## src/rtl/pipe_stall_ctrl_pkg.sv

```systemverilog
// Shared stall-bus encodings, multi-cycle FSM state codes and stall-priority helpers
// for the pipeline stall/flush controller.
package pipe_stall_ctrl_pkg;

   localparam int STALL_BUS = 6;

   localparam logic STALL_ENABLE  = 1'b1;
   localparam logic STALL_DISABLE = 1'b0;

   // One bit per pipeline register: [0]=PC ... [5]=WB.
   localparam logic [STALL_BUS-1:0] STALL_NONE = 6'b000000;
   localparam logic [STALL_BUS-1:0] STALL_ID   = 6'b000111;
   localparam logic [STALL_BUS-1:0] STALL_EX   = 6'b001111;
   localparam logic [STALL_BUS-1:0] STALL_MEM  = 6'b011111;

   typedef enum logic {
      MC_IDLE = 1'b0,
      MC_BUSY = 1'b1
   } mc_state_e;

   typedef enum logic [1:0] {
      CAUSE_NONE = 2'd0,
      CAUSE_ID   = 2'd1,
      CAUSE_EX   = 2'd2,
      CAUSE_MEM  = 2'd3
   } stall_cause_e;

   function automatic stall_cause_e pick_cause(input logic mem, input logic ex, input logic id);
      stall_cause_e c;
      if (mem)
         c = CAUSE_MEM;
      else if (ex)
         c = CAUSE_EX;
      else if (id)
         c = CAUSE_ID;
      else
         c = CAUSE_NONE;
      return c;
   endfunction

   function automatic logic [STALL_BUS-1:0] cause_vec(input stall_cause_e c);
      logic [STALL_BUS-1:0] v;
      case (c)
         CAUSE_MEM: v = STALL_MEM;
         CAUSE_EX:  v = STALL_EX;
         CAUSE_ID:  v = STALL_ID;
         default:   v = STALL_NONE;
      endcase
      return v;
   endfunction

endpackage

```

## src/rtl/pipe_stall_ctrl_if.sv

```systemverilog
// Handshake bundle between the pipeline stages (master) and the stall controller (slave).
interface pipe_stall_ctrl_if #(
   parameter int MC_CNT_W = 5
);
   import pipe_stall_ctrl_pkg::*;

   logic                 id_stallreq;
   logic                 ex_mc_start;
   logic [MC_CNT_W-1:0]  ex_mc_cycles;
   logic                 mem_req;
   logic                 mem_ack;
   logic                 id_branch_flush;
   logic [STALL_BUS-1:0] ctrl_stall;
   logic                 ctrl_flush;
   logic                 ex_mc_done;
   logic                 mem_err;

   modport master (
      output id_stallreq, ex_mc_start, ex_mc_cycles, mem_req, mem_ack, id_branch_flush,
      input  ctrl_stall, ctrl_flush, ex_mc_done, mem_err
   );

   modport slave (
      input  id_stallreq, ex_mc_start, ex_mc_cycles, mem_req, mem_ack, id_branch_flush,
      output ctrl_stall, ctrl_flush, ex_mc_done, mem_err
   );

endinterface

```

## src/rtl/pipe_mc_seq.sv

```systemverilog
// EX multi-cycle sequencer: N stall cycles then one done cycle; the countdown
// freezes while the MEM stage is stalling.
module pipe_mc_seq
   import pipe_stall_ctrl_pkg::*;
#(
   parameter int MC_CNT_W = 5
) (
   input  logic                clk,
   input  logic                rst,
   input  logic                start,
   input  logic [MC_CNT_W-1:0] cycles,
   input  logic                mem_stall,
   output logic                ex_stall,
   output logic                ex_mc_done
);

   mc_state_e           state_reg, state_next;
   logic [MC_CNT_W-1:0] cnt_reg, cnt_next;

   always_ff @(posedge clk or negedge rst) begin
      if (!rst) begin
         state_reg <= MC_IDLE;
         cnt_reg   <= '0;
      end else begin
         state_reg <= state_next;
         cnt_reg   <= cnt_next;
      end
   end

   always_comb begin
      state_next = state_reg;
      cnt_next   = cnt_reg;
      ex_stall   = STALL_DISABLE;
      ex_mc_done = 1'b0;
      case (state_reg)
         MC_IDLE: begin
            if (start) begin
               if (cycles == '0) begin
                  ex_mc_done = 1'b1;
               end else begin
                  // The issuing cycle is the first of the N stall cycles.
                  ex_stall   = STALL_ENABLE;
                  cnt_next   = cycles - MC_CNT_W'(1);
                  state_next = MC_BUSY;
               end
            end
         end
         MC_BUSY: begin
            if (cnt_reg != '0) begin
               ex_stall = STALL_ENABLE;
               if (!mem_stall)
                  cnt_next = cnt_reg - MC_CNT_W'(1);
            end else if (!mem_stall) begin
               ex_mc_done = 1'b1;
               state_next = MC_IDLE;
            end else begin
               // Result ready but MEM holds the pipe; keep the op parked in EX.
               ex_stall = STALL_ENABLE;
            end
         end
         default: begin
            state_next = MC_IDLE;
         end
      endcase
   end

endmodule

```

## src/rtl/pipe_stall_ctrl.sv

```systemverilog
// Pipeline stall/flush controller with MEM watchdog and EX multi-cycle sequencer.
// Define CTRL_PERF_EN to add saturating per-cause stall performance counters.
module pipe_stall_ctrl
   import pipe_stall_ctrl_pkg::*;
#(
   parameter int MC_CNT_W    = 5,
   parameter int MEM_TIMEOUT = 255
`ifdef CTRL_PERF_EN
   ,
   parameter int PERF_W      = 32
`endif
) (
   input  logic              clk,
   input  logic              rst,
   pipe_stall_ctrl_if.slave  bus
`ifdef CTRL_PERF_EN
   ,
   output logic [PERF_W-1:0] perf_mem_stall,
   output logic [PERF_W-1:0] perf_ex_stall,
   output logic [PERF_W-1:0] perf_id_stall
`endif
);

   localparam int WCNT_W = $clog2(MEM_TIMEOUT + 1);

   logic [WCNT_W-1:0] wcnt_reg, wcnt_next;
   logic              mem_wait;
   logic              timeout_hit;
   logic              mem_stall;
   logic              ex_stall;
   logic              mc_done;
   stall_cause_e      cause;

   assign mem_wait    = bus.mem_req & ~bus.mem_ack;
   assign timeout_hit = mem_wait & (wcnt_reg == WCNT_W'(MEM_TIMEOUT));
   assign mem_stall   = mem_wait & ~timeout_hit;

   // Watchdog restarts on ack, on a dropped request, and right after it fires.
   always_comb begin
      wcnt_next = '0;
      if (mem_stall)
         wcnt_next = wcnt_reg + WCNT_W'(1);
   end

   always_ff @(posedge clk or negedge rst) begin
      if (!rst)
         wcnt_reg <= '0;
      else
         wcnt_reg <= wcnt_next;
   end

   pipe_mc_seq #(
      .MC_CNT_W (MC_CNT_W)
   ) u_mc_seq (
      .clk        (clk),
      .rst        (rst),
      .start      (bus.ex_mc_start),
      .cycles     (bus.ex_mc_cycles),
      .mem_stall  (mem_stall),
      .ex_stall   (ex_stall),
      .ex_mc_done (mc_done)
   );

   assign cause          = pick_cause(mem_stall, ex_stall, bus.id_stallreq);
   assign bus.ctrl_stall = cause_vec(cause);
   assign bus.ctrl_flush = bus.id_branch_flush & (bus.ctrl_stall[1] == STALL_DISABLE);
   assign bus.ex_mc_done = mc_done;
   assign bus.mem_err    = timeout_hit;

`ifdef CTRL_PERF_EN
   logic [2:0]             perf_hit;
   logic [2:0][PERF_W-1:0] perf_cnt;

   // Only the winning cause is charged for a stalled cycle.
   assign perf_hit[0] = (cause == CAUSE_MEM);
   assign perf_hit[1] = (cause == CAUSE_EX);
   assign perf_hit[2] = (cause == CAUSE_ID);

   generate
      for (genvar gi = 0; gi < 3; gi++) begin : g_perf
         logic [PERF_W-1:0] cnt_reg;
         always_ff @(posedge clk or negedge rst) begin
            if (!rst)
               cnt_reg <= '0;
            else if (perf_hit[gi] && (cnt_reg != '1))
               cnt_reg <= cnt_reg + PERF_W'(1);
         end
         assign perf_cnt[gi] = cnt_reg;
      end
   endgenerate

   assign perf_mem_stall = perf_cnt[0];
   assign perf_ex_stall  = perf_cnt[1];
   assign perf_id_stall  = perf_cnt[2];
`endif

endmodule

```

## src/flat_wrapper.sv

```systemverilog
// flat-port wrapper written by rule: the top's interface ports become plain ports
module pipe_stall_ctrl_flat import pipe_stall_ctrl_pkg::*;
#(
   parameter int MC_CNT_W    = 5,
   parameter int MEM_TIMEOUT = 255

)
  (clk, rst, bus_id_stallreq, bus_ex_mc_start, bus_ex_mc_cycles, bus_mem_req, bus_mem_ack, bus_id_branch_flush, bus_ctrl_stall, bus_ctrl_flush, bus_ex_mc_done, bus_mem_err);
  pipe_stall_ctrl_if #(.MC_CNT_W(MC_CNT_W)) bus_i ();
  input  logic clk;
  input  logic rst;
  input wire logic [$bits(bus_i.id_stallreq)-1:0] bus_id_stallreq;
  input wire logic [$bits(bus_i.ex_mc_start)-1:0] bus_ex_mc_start;
  input wire logic [$bits(bus_i.ex_mc_cycles)-1:0] bus_ex_mc_cycles;
  input wire logic [$bits(bus_i.mem_req)-1:0] bus_mem_req;
  input wire logic [$bits(bus_i.mem_ack)-1:0] bus_mem_ack;
  input wire logic [$bits(bus_i.id_branch_flush)-1:0] bus_id_branch_flush;
  output wire logic [$bits(bus_i.ctrl_stall)-1:0] bus_ctrl_stall;
  output wire logic [$bits(bus_i.ctrl_flush)-1:0] bus_ctrl_flush;
  output wire logic [$bits(bus_i.ex_mc_done)-1:0] bus_ex_mc_done;
  output wire logic [$bits(bus_i.mem_err)-1:0] bus_mem_err;
  assign bus_i.id_stallreq = bus_id_stallreq;
  assign bus_i.ex_mc_start = bus_ex_mc_start;
  assign bus_i.ex_mc_cycles = bus_ex_mc_cycles;
  assign bus_i.mem_req = bus_mem_req;
  assign bus_i.mem_ack = bus_mem_ack;
  assign bus_i.id_branch_flush = bus_id_branch_flush;
  assign bus_ctrl_stall = bus_i.ctrl_stall;
  assign bus_ctrl_flush = bus_i.ctrl_flush;
  assign bus_ex_mc_done = bus_i.ex_mc_done;
  assign bus_mem_err = bus_i.mem_err;
  pipe_stall_ctrl #(.MC_CNT_W(MC_CNT_W), .MEM_TIMEOUT(MEM_TIMEOUT)) u_core (.clk(clk), .rst(rst), .bus(bus_i));
endmodule
```

## config.mk

```make
export PLATFORM = sky130hd
export DESIGN_NAME = pipe_stall_ctrl_flat
export DESIGN_NICKNAME = d
export VERILOG_FILES = /design/src/rtl/pipe_stall_ctrl_pkg.sv /design/src/rtl/pipe_stall_ctrl_if.sv /design/src/rtl/pipe_mc_seq.sv /design/src/rtl/pipe_stall_ctrl.sv /design/src/flat_wrapper.sv
export SDC_FILE = /design/constraint.sdc
export NUM_CORES = 1
export LEC_CHECK = 0
export BUFFER_PORTS_ARGS = -buffer_cell sky130_fd_sc_hd__buf_2
export CAP_MARGIN = 20
export CORE_ASPECT_RATIO = 1.5
export CORE_MARGIN = 2
export CORE_UTILIZATION = 40
export CTS_CLUSTER_SIZE = 24
export DETAILED_ROUTE_END_ITERATION = 16
export PLACE_DENSITY = 0.76
export SYNTH_ARGS = -nofsm -noshare
export SYNTH_HDL_FRONTEND = slang
export SYNTH_SLANG_ARGS = --single-unit
```

## constraint.sdc

```tcl
create_clock -name clk -period 1.45 [get_ports clk]
set_input_delay 0.0725 -clock clk [delete_from_list [all_inputs] [get_ports clk]]
set_output_delay 0.0725 -clock clk [all_outputs]
set_load 0.03 [all_outputs]
```

==> flow_summary.ini <==
[outcome]
status = finished, violations left
violations = negative setup slack

[finish]
syn_to_final_growth_pct = 61.3
drive_above_1_share_pct = 56.3
layout_common_cells = buf_4 (30), buf_2 (14), dfrtp_1 (13)
largest_reg_flops = 8
final_common_cell = buf_4
num_antenna_cells = 0
final_core_util_pct = 66.3
layout.nets = 166
fillers = 165

[cts]
clk_pin_slew_ns = 0.09
cts_made_buffers = 3
root_buffer = clkbuf_4
cts_tree = built
ctsHtreeMaxLevel = 1
clockBufferDepth = 2
clk_latency_ns = 0.29
cts.sinks = 14

[sta]
clock_skew_ns = 0.00485
fin_ws_ns = -0.548
max_freq_mhz = 500
finalHoldViolCount = 0
period_minus_slack_ns = 2.00
slew_viol_final = 0
finalSetupViolations = 13
rsz0062_at_grt = true
fin_crit_sh_pct = 138

[placed_design]
port_buffers = 19
place_ws_ns = -0.239
gp_congestion = 0.869
hpwl_um = 1750

[worst_setup_path]
reg2reg_slack_ns = -0.24
critPathBufInv = 1
cp_top_family = simple AND/OR/NAND/NOR gates
required_ns = 1.38
cp.arrival_ns = 1.93
cpPeakStageDelay_ns = 0.40
r2r_start = u_core.u_mc_seq.state_reg$_DFF_PN0_
r2r-end = u_core.u_mc_seq.cnt_reg[4]$_DFFE_PN0P_
crit_type = reg -> out
cp_max_fo = 4
startpoint_type = flop
r2r_cells = 7
critPathCaptureType = output port
slowest_stage = dfrtp_1
path_cells = nor3_2 -> nand2_1 -> a22o_4 -> or3_4 -> nor2_4 -> buf_6

[pwr]
peakVddDrop_v = 0.000770
power-per-cell-area_nw_per_um2 = 1370
p_leak_nw = 0.683
power_mw = 1.98

[hold_path]
min_from = bus_mem_req
min_to = u_core.wcnt_reg[6]$_DFF_PN0_
worst_hold_path.num_cells = 4
hold_path.class = in -> reg

[floorplanning]
fp.dieH_um = 62.0
dieArea_um2 = 2640
die_w_um = 42.6
coreArea_um2 = 2180
initial_core_util_pct = 41.1
rows = 21
ios = 21

[synthesis]
synth_edf_count = 0
synth_async_sr_flop_share_pct = 100
ys_seq_area_share_pct = 39.1
syn_nets = 112
yosys_warnings = 0
synth_area_leaders = dfrtp_1 (39%), xor2_1 (7.8%), nand2_1 (5.4%)
ys_ff_latch = 14
syn_area_per_cell_um2 = 9.14
yosys.area.top_type = dfrtp_1
synth-main-ff-cell = dfrtp_1
ys_types = 36
synth_top_area_share_pct = 39.1
synth.cell_area_um2 = 896
syn_inst = 98

[routing]
wire_per_inst_um = 14.7
drt_iter0_drc = 36
drt_pass1_iterations = 4
vias_per_cell = 5.34
wl_um = 2570
vias = 930
antenna_left = 0
drc = 0

[grt]
grt_pass1_wl_um = 4020
gr-usage-all-layers_pct = 20.6
grt_pass1_vias = 927
antenna_found_initial = 0
grt_overflow = 0
grt_max_degree = 15

[run]
drv_cap = 0
==> stage by stage <==
stage	setup TNS, ns	instance area (um^2)	cells	hold WS, ns
floorplan	-0.694	931	98	-0.223
global placement	-0.885	1190	158	-0.0204
detailed placement	-1.29	1190	158	-0.00959
CTS	-3.29	1370	170	0.174
global route	-4.54	1450	174	0.191
finish	-3.41	1450	174	0.185
==> timing repair <==
action / 4_1_cts / 5_1_grt
hold buffers: 1 / 0
pin swaps: 8 / 5
gates cloned: 0 / 0
endpoints found under the hold margin: 14 / 0
endpoints found under the setup margin: 13 / 14
setup buffers: 9 / 5
resized for setup: 23 / 11
==> synth_stat cells, types with 3 or more instances <==
cell type	count
a21oi_1	4
a2bb2oi_1	3
buf_4	3
dfrtp_1	14
mux2i_1	3
nand2_1	13
nand3_1	5
nor2_1	9
o22ai_1	5
xor2_1	8
==> worst max-delay path by stage <==
stage,startpoint,endpoint,slack (ns),cells past startpoint
3_3_place_gp,u_core.u_mc_seq.cnt_reg[1]$_DFFE_PN0P_,bus_ctrl_flush,-0.19,6
5_1_grt,u_core.u_mc_seq.cnt_reg[1]$_DFFE_PN0P_,bus_ctrl_flush,-0.64,6
4_1_cts,u_core.u_mc_seq.cnt_reg[4]$_DFFE_PN0P_,bus_ctrl_flush,-0.54,6
2_1_floorplan,u_core.u_mc_seq.cnt_reg[1]$_DFFE_PN0P_,bus_ctrl_flush,-0.22,5
3_5_place_dp,u_core.u_mc_seq.cnt_reg[1]$_DFFE_PN0P_,bus_ctrl_flush,-0.24,6
6_report,u_core.u_mc_seq.cnt_reg[1]$_DFFE_PN0P_,bus_ctrl_flush,-0.55,6
==> per-layer routing <==
metal	global-route usage, %	part of all wire (%)
met4	11.2	1.4
met3	2.60	2.3
met2	40.7	59
met5	0	0
met1	20.7	37
==> report_power, final <==
group          switching (mW)  internal (mW)
clock network           0.132          0.153
logic                   0.538          0.617
registers              0.0613          0.477
==> cell families after synthesis <==
logic type	Yosys count	synth area share, %
AOI/OAI and AO/OA	18	15.2
muxes	3	3.35
and+or+nand+nor	43	24.7
xor gates and xnor gates	9	8.80
adders and majority gates	2	2.79
DFF	14	39.1
buffers and inverters	8	5.58
other	1	0.419
==> worst register-to-register path, cell delays in order, from the launching register on <==
cell and delay [ns]:
dfrtp_2 0.43, buf_4 0.16, mux2i_4 0.21, ha_2 0.20, o21a_1 0.19, xor2_1 0.19
o22ai_1 0.12, a2bb2oi_2 0.13
==> cell type report <==
type	count	area [um^2]	area share, %
timing repair buffer	55	418	28.9
clock buffer	4	36.3	2.51
inverter	2	10.0	0.693
sequential	14	352	24.3
tap	23	28.8	1.99
multi-input combinational	76	601	41.6
No activity file was read; power rests on OpenSTA's default activity.
